File: config.mk
export PLATFORM = sky130hd
export DESIGN_NAME = uart_tx_sched
export DESIGN_NICKNAME = d
export VERILOG_FILES = /design/src/rtl/uart_tx_sched.sv
export SDC_FILE = /design/constraint.sdc
export NUM_CORES = 1
export LEC_CHECK = 0
export CAP_MARGIN = 20
export CORE_AREA = 2 2 106 108
export CTS_BUF_LIST = sky130_fd_sc_hd__clkbuf_4
export DETAILED_ROUTE_END_ITERATION = 16
export DIE_AREA = 0 0 108 110
export GPL_ROUTABILITY_DRIVEN = 1
export PLACE_DENSITY = 0.74
export SLEW_MARGIN = 20
export SYNTH_ARGS = -nofsm -noshare
export SYNTH_HDL_FRONTEND = slang
export SYNTH_SLANG_ARGS = --single-unit
File: constraint.sdc
create_clock -name clk -period 6.3 [get_ports clk]
set_input_delay 0.63 -clock clk [delete_from_list [all_inputs] [get_ports clk]]
set_output_delay 0.63 -clock clk [all_outputs]
set_load 0.005 [all_outputs]
File: src/rtl/uart_tx_sched.sv
// Byte FIFO feeding a UART transmitter: pops one byte at a time, strobes the UART,
// and waits for its completion pulse, with a watchdog that abandons a silent transfer.
module uart_tx_sched #(
    parameter int DEPTH   = 8,
    parameter int TIMEOUT = 65535
) (
    input  logic                     clk,
    input  logic                     rst,
    input  logic                     wr_en,
    input  logic [7:0]               wr_data,
    input  logic                     flush,
    output logic                     full,
    output logic                     empty,
    output logic [$clog2(DEPTH):0]   count,
    output logic                     overflow,
    output logic                     tx_timeout,
    output logic                     busy,
    output logic [7:0]               uart_txd_data,
    output logic                     uart_transmit,
    input  logic                     uart_txd_done,
    output logic [1:0]               fsm_state
);

    localparam int AW = $clog2(DEPTH);
    localparam int CW = AW + 1;

    typedef enum logic [1:0] {
        IDLE  = 2'd0,
        START = 2'd1,
        WAIT  = 2'd2
    } state_t;

    state_t          state;
    state_t          state_next;
    logic [7:0]      mem [DEPTH];
    logic [AW-1:0]   wr_ptr;
    logic [AW-1:0]   rd_ptr;
    logic [15:0]     wd;
    logic [15:0]     wd_next;
    logic [16:0]     wd_inc;
    logic            timeout_hit;
    logic            push;
    logic            drop;
    logic            pop;

    // flush outranks a same-edge push, so that push is neither stored nor counted as dropped
    assign push  = wr_en && !flush && !full;
    assign drop  = wr_en && !flush && full;
    assign pop   = (state == IDLE) && !empty && !flush;

    assign full          = (count == CW'(DEPTH));
    assign empty         = (count == '0);
    assign busy          = (state != IDLE);
    assign uart_transmit = (state == START);
    assign fsm_state     = state;
    assign wd_inc        = {1'b0, wd} + 17'd1;

    always_ff @(posedge clk) begin
        if (push) begin
            mem[wr_ptr] <= wr_data;
        end
    end

    always_ff @(posedge clk or posedge rst) begin
        if (rst) begin
            wr_ptr <= '0;
            rd_ptr <= '0;
            count  <= '0;
        end else if (flush) begin
            wr_ptr <= '0;
            rd_ptr <= '0;
            count  <= '0;
        end else begin
            if (push) begin
                wr_ptr <= wr_ptr + AW'(1);
            end
            if (pop) begin
                rd_ptr <= rd_ptr + AW'(1);
            end
            if (push && !pop) begin
                count <= count + CW'(1);
            end else if (pop && !push) begin
                count <= count - CW'(1);
            end
        end
    end

    always_ff @(posedge clk or posedge rst) begin
        if (rst) begin
            overflow   <= 1'b0;
            tx_timeout <= 1'b0;
        end else if (flush) begin
            overflow   <= 1'b0;
            tx_timeout <= 1'b0;
        end else begin
            if (drop) begin
                overflow <= 1'b1;
            end
            if (timeout_hit) begin
                tx_timeout <= 1'b1;
            end
        end
    end

    always_ff @(posedge clk or posedge rst) begin
        if (rst) begin
            state         <= IDLE;
            wd            <= '0;
            uart_txd_data <= 8'h00;
        end else begin
            state <= state_next;
            wd    <= wd_next;
            if (pop) begin
                uart_txd_data <= mem[rd_ptr];
            end
        end
    end

    // Done is only meaningful in WAIT; the watchdog trips on the cycle it would reach TIMEOUT
    always_comb begin
        state_next  = state;
        wd_next     = wd;
        timeout_hit = 1'b0;
        case (state)
            IDLE: begin
                if (pop) begin
                    state_next = START;
                end
            end
            START: begin
                wd_next    = '0;
                state_next = WAIT;
            end
            WAIT: begin
                if (uart_txd_done) begin
                    state_next = IDLE;
                end else begin
                    wd_next = wd_inc[15:0];
                    if (wd_inc == 17'(TIMEOUT)) begin
                        timeout_hit = 1'b1;
                        state_next  = IDLE;
                    end
                end
            end
            default: begin
                state_next = IDLE;
            end
        endcase
    end

endmodule

* Word level (Yosys, flattened, before mapping)
Memories as Yosys holds them, arrays and structs flattened. A register that Yosys moved wholly into a read port is not among the register bits. Index checks and enable logic that the tools add are counted.
Operators by class: add/sub/neg operators 5, equal/unequal tests 7, muxes and demuxes 22, reductions and logical operators 23
Operators with widths (count):
- $pmux 16 s2 | 1
- $add 16x1->17 const B | 1
- $eq 17x16->1 const B | 1
- $mux 16 | 1
- $mux 3 | 4
- $mux 4 | 3
- $reduce_bool 2->1 | 6
- $mux 1 | 9
- $logic_and 1x1->1 | 7
- $add 3x1->3 const B | 2
- $mux 2 | 3
- $pmux 2 s3 | 1
- $logic_not 1->1 | 5
- $add 4x1->4 const B | 1
- $eq 4x4->1 const B | 1
- $logic_not 4->1 | 1
- $ne 2x2->1 const B | 2
- $reduce_and 2->1 | 2
- $sub 4x1->4 const B | 1
- $ne 3x3->1 const B | 1
- $reduce_bool 3->1 | 1
- $eq 2x1->1 const B | 1
- $eq 2x2->1 const B | 1
- $logic_not 2->1 | 1
Storage, ports and cells: register bits 30, bits in writable memories 64, output and inout port bits 20, memories 1
Memories:
- mem | depth 8, bits a word 8, rd ports 1, clocked after memory_dff 1, wr ports 1, line 35 | logic [7:0] mem [DEPTH];

* Longest topological paths before layout
Gate-level depths: netlist of the first run.
depth after elaboration 8, mapped depth 10

* Least setup slack after synthesis of the first run
Ideal clock, no wire load.
path type reg2reg, from reg count[0], to reg count[3], setup time 0.095 ns, arrival 2.307 ns, required time 6.205 ns, slack 3.897 ns, stages on the path, launching flop included 10, cells stage by stage dfrtp_1 > nor4_4 > nor2_4 > or3_1 > ha_1 > a21o_1 > a21oi_1 > and3_1 > o21ai_1 > o31ai_1
On the way: cells in the longest elaborated chain, start to end 8, elaborated cells between the ends (all ways) 17
Ends and longest elaborated chain:
- start, declared | line 14 | output logic [$clog2(DEPTH):0] count,
- start signal, assigned | line 81 | count <= count + CW'(1);
- start signal, assigned | line 83 | count <= count - CW'(1);
- $logic_not 4->1 (*) | line 52 | assign empty = (count == '0);
- named net empty | line 13 | output logic empty,
- $logic_not 1->1 (*) | line 49 | assign pop = (state == IDLE) && !empty && !flush;
- $logic_and 1x1->1 (*) (2 in series) | line 49
- $logic_not 1->1 | line 80 | if (push && !pop) begin
- $logic_and 1x1->1 | line 80
- $mux 4 | line 80
- $mux 4 | line 69 | end else if (flush) begin
The timed path passes the listed nets; every way through them passes the cells marked *. The select of a mux whose other input is x is not followed. A chain may end at the register's enable or synchronous reset.

* Worst setup path after layout of the first run
from reg count[0], to out full
On the way: cells in the longest elaborated chain, start to end 1
Ends and longest elaborated chain:
- $eq 4x4->1 | line 51 | assign full = (count == CW'(DEPTH));
- end, declared | line 12 | output logic full,
No other way between the ends.

==> results.toml, run 1 <==
[power]
vdd_drop_max_uv = 158.1
total_power_mw = 1.776
power_density_nw_per_um2 = 342.4
leakage_nw = 1.817

[placement]
numPortBuffers = 32
dp_hpwl_mm = 5.850
place_ws_ns = 3.057
gp_congestion = 0.8686

[logic_synthesis]
yosys_warnings = 0
syn_inst = 328
yosysUniqueCellTypes = 55
synthFlopType = "edfxtp_1"
synth_nets = 348
synth_area_leaders = "edfxtp_1, dfrtp_1, mux4_2, nor2_1, mux2i_1"
ys_seq_area_frac = 0.6210
synth_edf_count = 64
yosysTopAreaCell = "edfxtp_1"
syn_area_per_cell_um2 = 14.10
synth_top_area_share = 0.4155
syn_area_um2 = 4626
ys_async_sr_fraction = 0.3725
synth_seq_cells = 102

[setup_path]
cp-end-kind = "output port"
critPathKind = "register to output port"
arrival_ns = 2.16
required_ns = 5.67
critPathLaunch = "count[0]"
worstPathMaxFanout = 6
start_kind = "register"
cpPeakStageDelay_ns = 0.61
worstPathCellList = "or4b_4, inv_1, clkdlybuf4s50_1"
timing.rr.start = "count[0]"
crit_slowest_cell = "or4b_4"

[drt]
drt_iter0_drc = 240
routed_wl_mm = 8.345
wl_met1_mm = 3.700
postRouteAntennaNets = 0
wl_per_cell_um = 16.72
routed.top_layer = "met4"
drc = 0
dr.pass1.iters = 4
via_per_inst = 5.411
met3_length_um = 405
vias = 2700
wl_met2_mm = 4.145

[clock_network]
post_cts_buffers = 0
cts_buffer_depth = 2
tritoncts.num_buffers = 9
clk_pin_slew_ns = 0.17
clock-sinks = 102
cts_tree = "yes"
cts_resized = 0
cts_root_buf = "clkbuf_4"
clk_latency_ns = 0.48
postCtsHoldBufs = 0
htreeDepth = 3

[timing]
slew_headroom = 0.3682
skew_ns = 0.02147
fmax_mhz = 358.2
period_needed_ns = 2.792
fin_setup_tns_ns = 0
setup_viol = 0
worst_slew_pin_slew_ns = 0.9425
hold_viol = 0
slew_violations = 0
timing.final.crit_share = 0.4432
fin_ws_ns = 3.508
rsz0062_at_grt = "false"

[floorplanning]
die-height_um = 110
start_util = 0.4324
rows = 38
io_pins = 33
fp.dieW_um = 108
dieArea_um2 = 11880
fp.coreArea_um2 = 10700

[final_layout]
drive_gt1_frac = 0.1504
area_delta_synth_final_pct = 12.15
mostFrequentLayoutCells = "edfxtp_1, dfrtp_1, nor2_1"
seq_area_um2 = 2874
nNetsFinal = 374
multiInputGateArea_um2 = 1629
diodes = 0
final_util = 0.4849
n_fill_cell = 927
layout_commonest_cell = "edfxtp_1"

[grt]
grt.total_usage = 0.1556
grt_pass1_wl_mm = 13.91
grt_pass1_vias = 2639
antenna_found_initial = 0
overflow = 0
grt_max_degree = 39

[status]
status = "completed"

[flow_run]
max-cap-violations = 0

[hold_path]
min_from = "wd[14]"
hold_class = "register to register"
==> final timing paths <==
check | to | slack (ns) | cells after the start
worst min-delay path | wd[14] | 0.50 | 1
max in group asynchronous | rd_ptr[0] | 5.38 | 3
worst max-delay path | full | 3.51 | 3
worst min register to register | wd[14] | 0.50 | 1
worst max register to register | count[3] | 3.76 | 9
min in group asynchronous | uart_txd_data[4] | 0.54 | 3
==> stage by stage <==
| step | area [µm²] | hold slack [ns] | std cells |
|---|---|---|---|
| floorplan | 4626 | 0.4473 | 328 |
| global placement | 5036 | 0.4702 | 483 |
| detailed placement | 5036 | 0.4794 | 483 |
| CTS | 5176 | 0.5060 | 499 |
| global route | 5187 | 0.5335 | 499 |
| finish | 5187 | 0.5032 | 499 |
==> Yosys cell counts, types with 3 or more instances <==
| cell type | number |
|---|---|
| buf_2 | 4 |
| and3_1 | 3 |
| xnor2_1 | 6 |
| dfrtp_1 | 38 |
| o31ai_1 | 6 |
| nand3_1 | 6 |
| nor3_2 | 3 |
| a31oi_1 | 6 |
| nor2_1 | 34 |
| nand2_1 | 15 |
| nand2b_1 | 3 |
| inv_1 | 10 |
| o21ai_0 | 16 |
| xor2_1 | 3 |
| edfxtp_1 | 64 |
| nor3_1 | 4 |
| buf_4 | 3 |
| mux4_2 | 16 |
| clkbuf_1 | 7 |
| a21oi_1 | 14 |
| mux2i_1 | 11 |
| nand4_1 | 5 |
| o21ai_1 | 6 |
| ha_1 | 6 |
==> layout make-up <==
type,count,share of cell area
flip-flops and latches,102,0.5540
inverters,11,0.007959
repair buffers,33,0.06319
multi-input cells,197,0.3140
well taps,140,0.03377
clock buffers,9,0.01302
clock inverters,7,0.01399
==> flip-flops by register name, summed over array words and instances, names as in the netlist <==
register and flops:
count 4, fsm_state 2, mem 64, overflow 1, rd_ptr 3, tx_timeout 1
uart_txd_data 8, wd 16, wr_ptr 3
==> power breakdown <==
part           internal, mW  switching (mW)  total (mW)  leakage (nW)
clock network        0.0934           0.238       0.332        0.0737
logic                 0.301           0.250       0.552         0.669
registers             0.781           0.112       0.893          1.07
==> kinds of logic (layout without fill, tap and decap cells) <==
logic type | after synthesis | after routing | synth area share
multiplexers | 27 | 27 | 0.1017
flip-flops | 102 | 102 | 0.6210
adder cells (fa/ha/maj) | 7 | 7 | 0.02056
XOR/XNOR | 10 | 10 | 0.02299
buffers and inverters | 29 | 60 | 0.02894
AO/OA/AOI/OAI | 60 | 60 | 0.07980
AND/OR/NAND/NOR | 93 | 93 | 0.1250
==> critical path, delay by kind of cell, from the launching register on <==
kind                   cells  cell delay [ns]
buffers and inverters      2             0.58
AND/OR/NAND/NOR            1             0.61
flip-flops                 1             0.50
==> layer usage <==
metal	up-vias	global-route usage
met5	-	0
met4	0	0.04121
met3	9	0.04409
met2	63	0.2493
met1	1331	0.2107
li1	1297	-
No activity file was read; power rests on OpenSTA's default activity.
==> run 2: changes to the inputs <==
clock period = 2.6 ns   (was 6.3 ns; I/O delays follow)
==> run 2 against run 1 <==
Count of clock-buffer cells in the layout unchanged. Final area up 2.0%. Total power rose to 2.5 times the previous value. Die area unchanged. Cell count up 2.6%. Combinational power rose to 2.6 times the previous value. Sequential share of layout area down 1.1 points. Clock skew up 0.00078 ns. Global-route usage up 0.75 points. Non-clock buffer count up 13. Critical endpoint is now count[3].
==> results.toml, run 2 (synthesis results as in run 1) <==
[status]
status = "completed"

[floorplanning]
start_util = 0.4324
io_pins = 33
fp.coreArea_um2 = 10700
dieArea_um2 = 11880
fp.dieW_um = 108
die-height_um = 110
rows = 38

[timing]
period_needed_ns = 2.455
slew_headroom = 0.3620
hold_viol = 0
worst_slew_pin_slew_ns = 0.9534
fmax_mhz = 407.3
fin_setup_tns_ns = 0
setup_viol = 0
slew_violations = 0
skew_ns = 0.02224
rsz0062_at_grt = "false"
timing.final.crit_share = 0.9444

[power]
leakage_nw = 1.890
vdd_drop_max_uv = 381.4
power_density_nw_per_um2 = 839.8
total_power_mw = 4.441

[drt]
postRouteAntennaNets = 0
routed_wl_mm = 9.065
vias = 2822
wl_per_cell_um = 17.71
dr.pass1.iters = 5
via_per_inst = 5.512
drt_iter0_drc = 370
drc = 0

[clock_network]
cts_resized = 0
clk_pin_slew_ns = 0.17
clk_latency_ns = 0.47
clock-sinks = 102
post_cts_buffers = 0
postCtsHoldBufs = 0
cts_tree = "yes"
cts_buffer_depth = 2
htreeDepth = 3
cts_root_buf = "clkbuf_4"
tritoncts.num_buffers = 9

[final_layout]
drive_gt1_frac = 0.1747
multiInputGateArea_um2 = 1619
mostFrequentLayoutCells = "edfxtp_1, dfrtp_1, nor2_1"
largest_reg_flops = 64
nNetsFinal = 387
diodes = 0
area_delta_synth_final_pct = 14.34
largest-register = "mem"
top_regs = "mem x64, wd x16, uart_txd_data x8"
seq_area_um2 = 2874
layout_commonest_cell = "edfxtp_1"
n_fill_cell = 919
post-route-cell-area_um2 = 5289

[setup_path]
start_kind = "register"
worstPathCellList = "nor4_4, nor2_4, or3_1, ha_1, a21o_1, a21oi_1, and3_1, o21ai_1, o31ai_1"
required_ns = 2.99
critPathKind = "register to register"
crit_slowest_cell = "dfrtp_1"
cpPeakStageDelay_ns = 0.48
r2r_cells = 9
worstPathMaxFanout = 5
cp-end-kind = "register"
arrival_ns = 2.84

[grt]
overflow = 0
antenna_found_initial = 0
grt_pass1_vias = 2759
grt_pass1_wl_mm = 14.42
grt_max_degree = 39
grt.total_usage = 0.1631

[placement]
gp_congestion = 0.8889
postPlaceCellArea_um2 = 5134
numPortBuffers = 32
dp_hpwl_mm = 6.072

[hold_path]
hold_class = "input port to async pin"

[flow_run]
max-cap-violations = 0
## run 2: path summary, 6_finish.rpt
kind | startpoint | endpoint | slack [ns]
min in group clk | wd[14] | wd[14] | 0.51
worst max-delay path | count[3] | count[3] | 0.14
max in group asynchronous | rst | count[0] | 2.04
worst max register to register | count[3] | count[3] | 0.14
worst min-delay path | rst | uart_txd_data[4] | 0.18
worst min register to register | wd[14] | wd[14] | 0.51
## run 2: report_power, final
part | switching, mW | internal, mW | total [mW]
Clock | 0.566 | 0.317 | 0.883
Combinational | 0.681 | 0.776 | 1.46
Sequential | 0.210 | 1.89 | 2.10
Total | 1.46 | 2.99 | 4.44
## run 2: area by class of cell
cell class | instances | area share
Timing Repair Buffer | 46 | 0.08044
Clock inverter | 7 | 0.01632
Inverter | 11 | 0.007807
Multi-Input combinational cell | 197 | 0.3061
Clock buffer | 9 | 0.01278
Sequential cell | 102 | 0.5434
Tap cell | 140 | 0.03312
## run 2: stage by stage
stage / hold slack, ns / worst slack [ns] / utilization / std cells
CTS: 0.1901 / 0.1254 / 0.4943 / 512
global route: 0.2131 / 0.01410 / 0.4944 / 512
finish: 0.1753 / 0.1446 / 0.4944 / 512
detailed placement: 0.4884 / 0.1566 / 0.4799 / 496
floorplan: 0.3589 / 0.1971 / - / 328
global placement: 0.4629 / 0.2398 / 0.4799 / 496
## run 2: per-layer routing
| layer | share of wire | GRT usage |
|---|---|---|
| met3 | 0.044 | 0.03762 |
| met4 | 0.014 | 0.05037 |
| met5 | 0 | 0 |
| met1 | 0.44 | 0.2105 |
| met2 | 0.51 | 0.2763 |
## run 2: critical path: cells and delay by family (launching register included)
| kind | cells | cell delay [ns] |
|---|---|---|
| adders and majority gates | 1 | 0.31 |
| DFF | 1 | 0.48 |
| AOI/OAI and AO/OA | 4 | 0.48 |
| and+or+nand+nor | 4 | 1.11 |
==> run 3: changes to the inputs <==
SETUP_SLACK_MARGIN = 0.4   (was default)
==> run 3 against run 2 <==
Critical endpoint unchanged. Critical path depth rose by 1. Maximum frequency increased by 6.7%. Highest routed layer unchanged. Largest cell class unchanged. Critical path type unchanged. Final area up 2.7%. Register-to-register slack improved by 0.15 ns. Wire length shrank 1.7%. First-iteration DRC count fell by 45%. Cell count is 2.0% higher. Core utilization is 1.3 points higher. Global-route usage decreased by 0.075 points. Clock skew decreased by 0.0087 ns.
==> results.toml, run 3 (synthesis results as in run 1) <==
[status]
status = "completed"

[clock_network]
cts_tree = "yes"
clock-sinks = 102
htreeDepth = 3
clk_latency_ns = 0.47
cts_buffer_depth = 2
cts_root_buf = "clkbuf_4"
tritoncts.num_buffers = 9
clk_pin_slew_ns = 0.17
postCtsHoldBufs = 0

[setup_path]
critPathKind = "register to register"
start_kind = "register"
cp-end-kind = "register"
worstPathMaxFanout = 3
arrival_ns = 2.69
required_ns = 2.99
r2r_cells = 10

[timing]
period_needed_ns = 2.301
setup_viol = 0
skew_ns = 0.01353
fmax_mhz = 434.6
slew_violations = 0
worst_slew_pin_slew_ns = 0.8861
fin_setup_tns_ns = 0
rsz0062_at_grt = "true"
timing.final.crit_share = 0.8849
hold_viol = 0
slew_headroom = 0.4071

[power]
leakage_nw = 1.944
power_density_nw_per_um2 = 846.8
vdd_drop_max_uv = 378.9

[grt]
antenna_found_initial = 0
overflow = 0
grt_max_degree = 39
grt_pass1_vias = 2838
grt_pass1_wl_mm = 14.38
grt.total_usage = 0.1623

[floorplanning]
dieArea_um2 = 11880
die-height_um = 110
rows = 38
fp.dieW_um = 108
fp.coreArea_um2 = 10700
io_pins = 33
start_util = 0.4324

[placement]
dp_cells = 495
numPortBuffers = 32
dp_hpwl_mm = 5.720
gp_congestion = 0.8748

[drt]
wl_per_cell_um = 17.08
drt_iter0_drc = 203
postRouteAntennaNets = 0
dr.pass1.iters = 4
drc = 0
via_per_inst = 5.508
vias = 2875
routed_wl_mm = 8.914

[flow_run]
max-cap-violations = 0

[final_layout]
drive_gt1_frac = 0.2199
largest_reg_flops = 64
mostFrequentLayoutCells = "edfxtp_1, nor2_1, dfrtp_1"
n_fill_cell = 904
nNetsFinal = 397
diodes = 0
largest-register = "mem"
final-instance-count-excl-fill = 522
area_delta_synth_final_pct = 17.45
top_regs = "mem x64, wd x16, uart_txd_data x8"
layout_commonest_cell = "edfxtp_1"

[hold_path]
hold_class = "input port to async pin"
-- run 3: worst paths after layout --
check | start | to | slack [ns]
max | count[1] | count[3] | 0.30
min | rst | uart_txd_data[5] | 0.17
max reg2reg | count[1] | count[3] | 0.30
min reg2reg | wd[14] | wd[14] | 0.52
max in group asynchronous | rst | count[2] | 2.04
min in group clk | wr_data[5] | mem[2][5] | 0.50
-- run 3: what timing repair did --
item                       CTS  global route
cloned                       0             0
pin swaps                    4             3
setup buffers                6             5
resized for setup            7             4
setup endpoints to repair    4             7
-- run 3: final cells by class --
type                    count  area, µm²  area share
flip-flops and latches    102       2878      0.5297
multi-input cells         197       1659      0.3054
repair buffers             56      505.5     0.09304
well taps                 140      175.2     0.03224
clock inverters             7      106.4     0.01958
clock buffers               9      67.56     0.01244
inverters                  11      41.29    0.007600
-- run 3: critical path: stages (launching register included) --
cell and delay, ns:
dfrtp_2 0.46, buf_6 0.13, nor4_4 0.35, nor2_4 0.07, or3_4 0.37, ha_4 0.22, a21o_1 0.16, a21oi_2 0.15
and3_4 0.20, o21ai_1 0.06, o31ai_1 0.07
-- run 3: through the flow --
stage	cell area, µm²	power, mW	worst slack [ns]	utilization	hold slack [ns]
6_report	5433	4.600	0.2992	0.5078	0.1683
5_1_grt	5433	4.898	0.1468	0.5078	0.1858
3_3_place_gp	5149	3.558	0.3309	0.4813	0.4651
2_1_floorplan	4648	3.075	0.3835	-	0.3589
3_5_place_dp	5149	3.598	0.2699	0.4813	0.4893
4_1_cts	5383	4.576	0.2764	0.5032	0.1753
-- run 3: power by group --
part           switching (mW)  internal, mW  total [mW]  leakage [nW]
Sequential              0.198          1.90        2.09          1.07
Clock                   0.581         0.325       0.906        0.0865
Combinational           0.729         0.872        1.60         0.788
-- run 3: layer usage --
layer	part of all wire	up-vias	routed length, µm	GRT usage
met5	0	-	0	0
met4	0.013	0	119	0.04487
met3	0.047	14	423	0.04586
met2	0.51	73	4572	0.2875
met1	0.43	1443	3798	0.1953
li1	-	1345	-	-
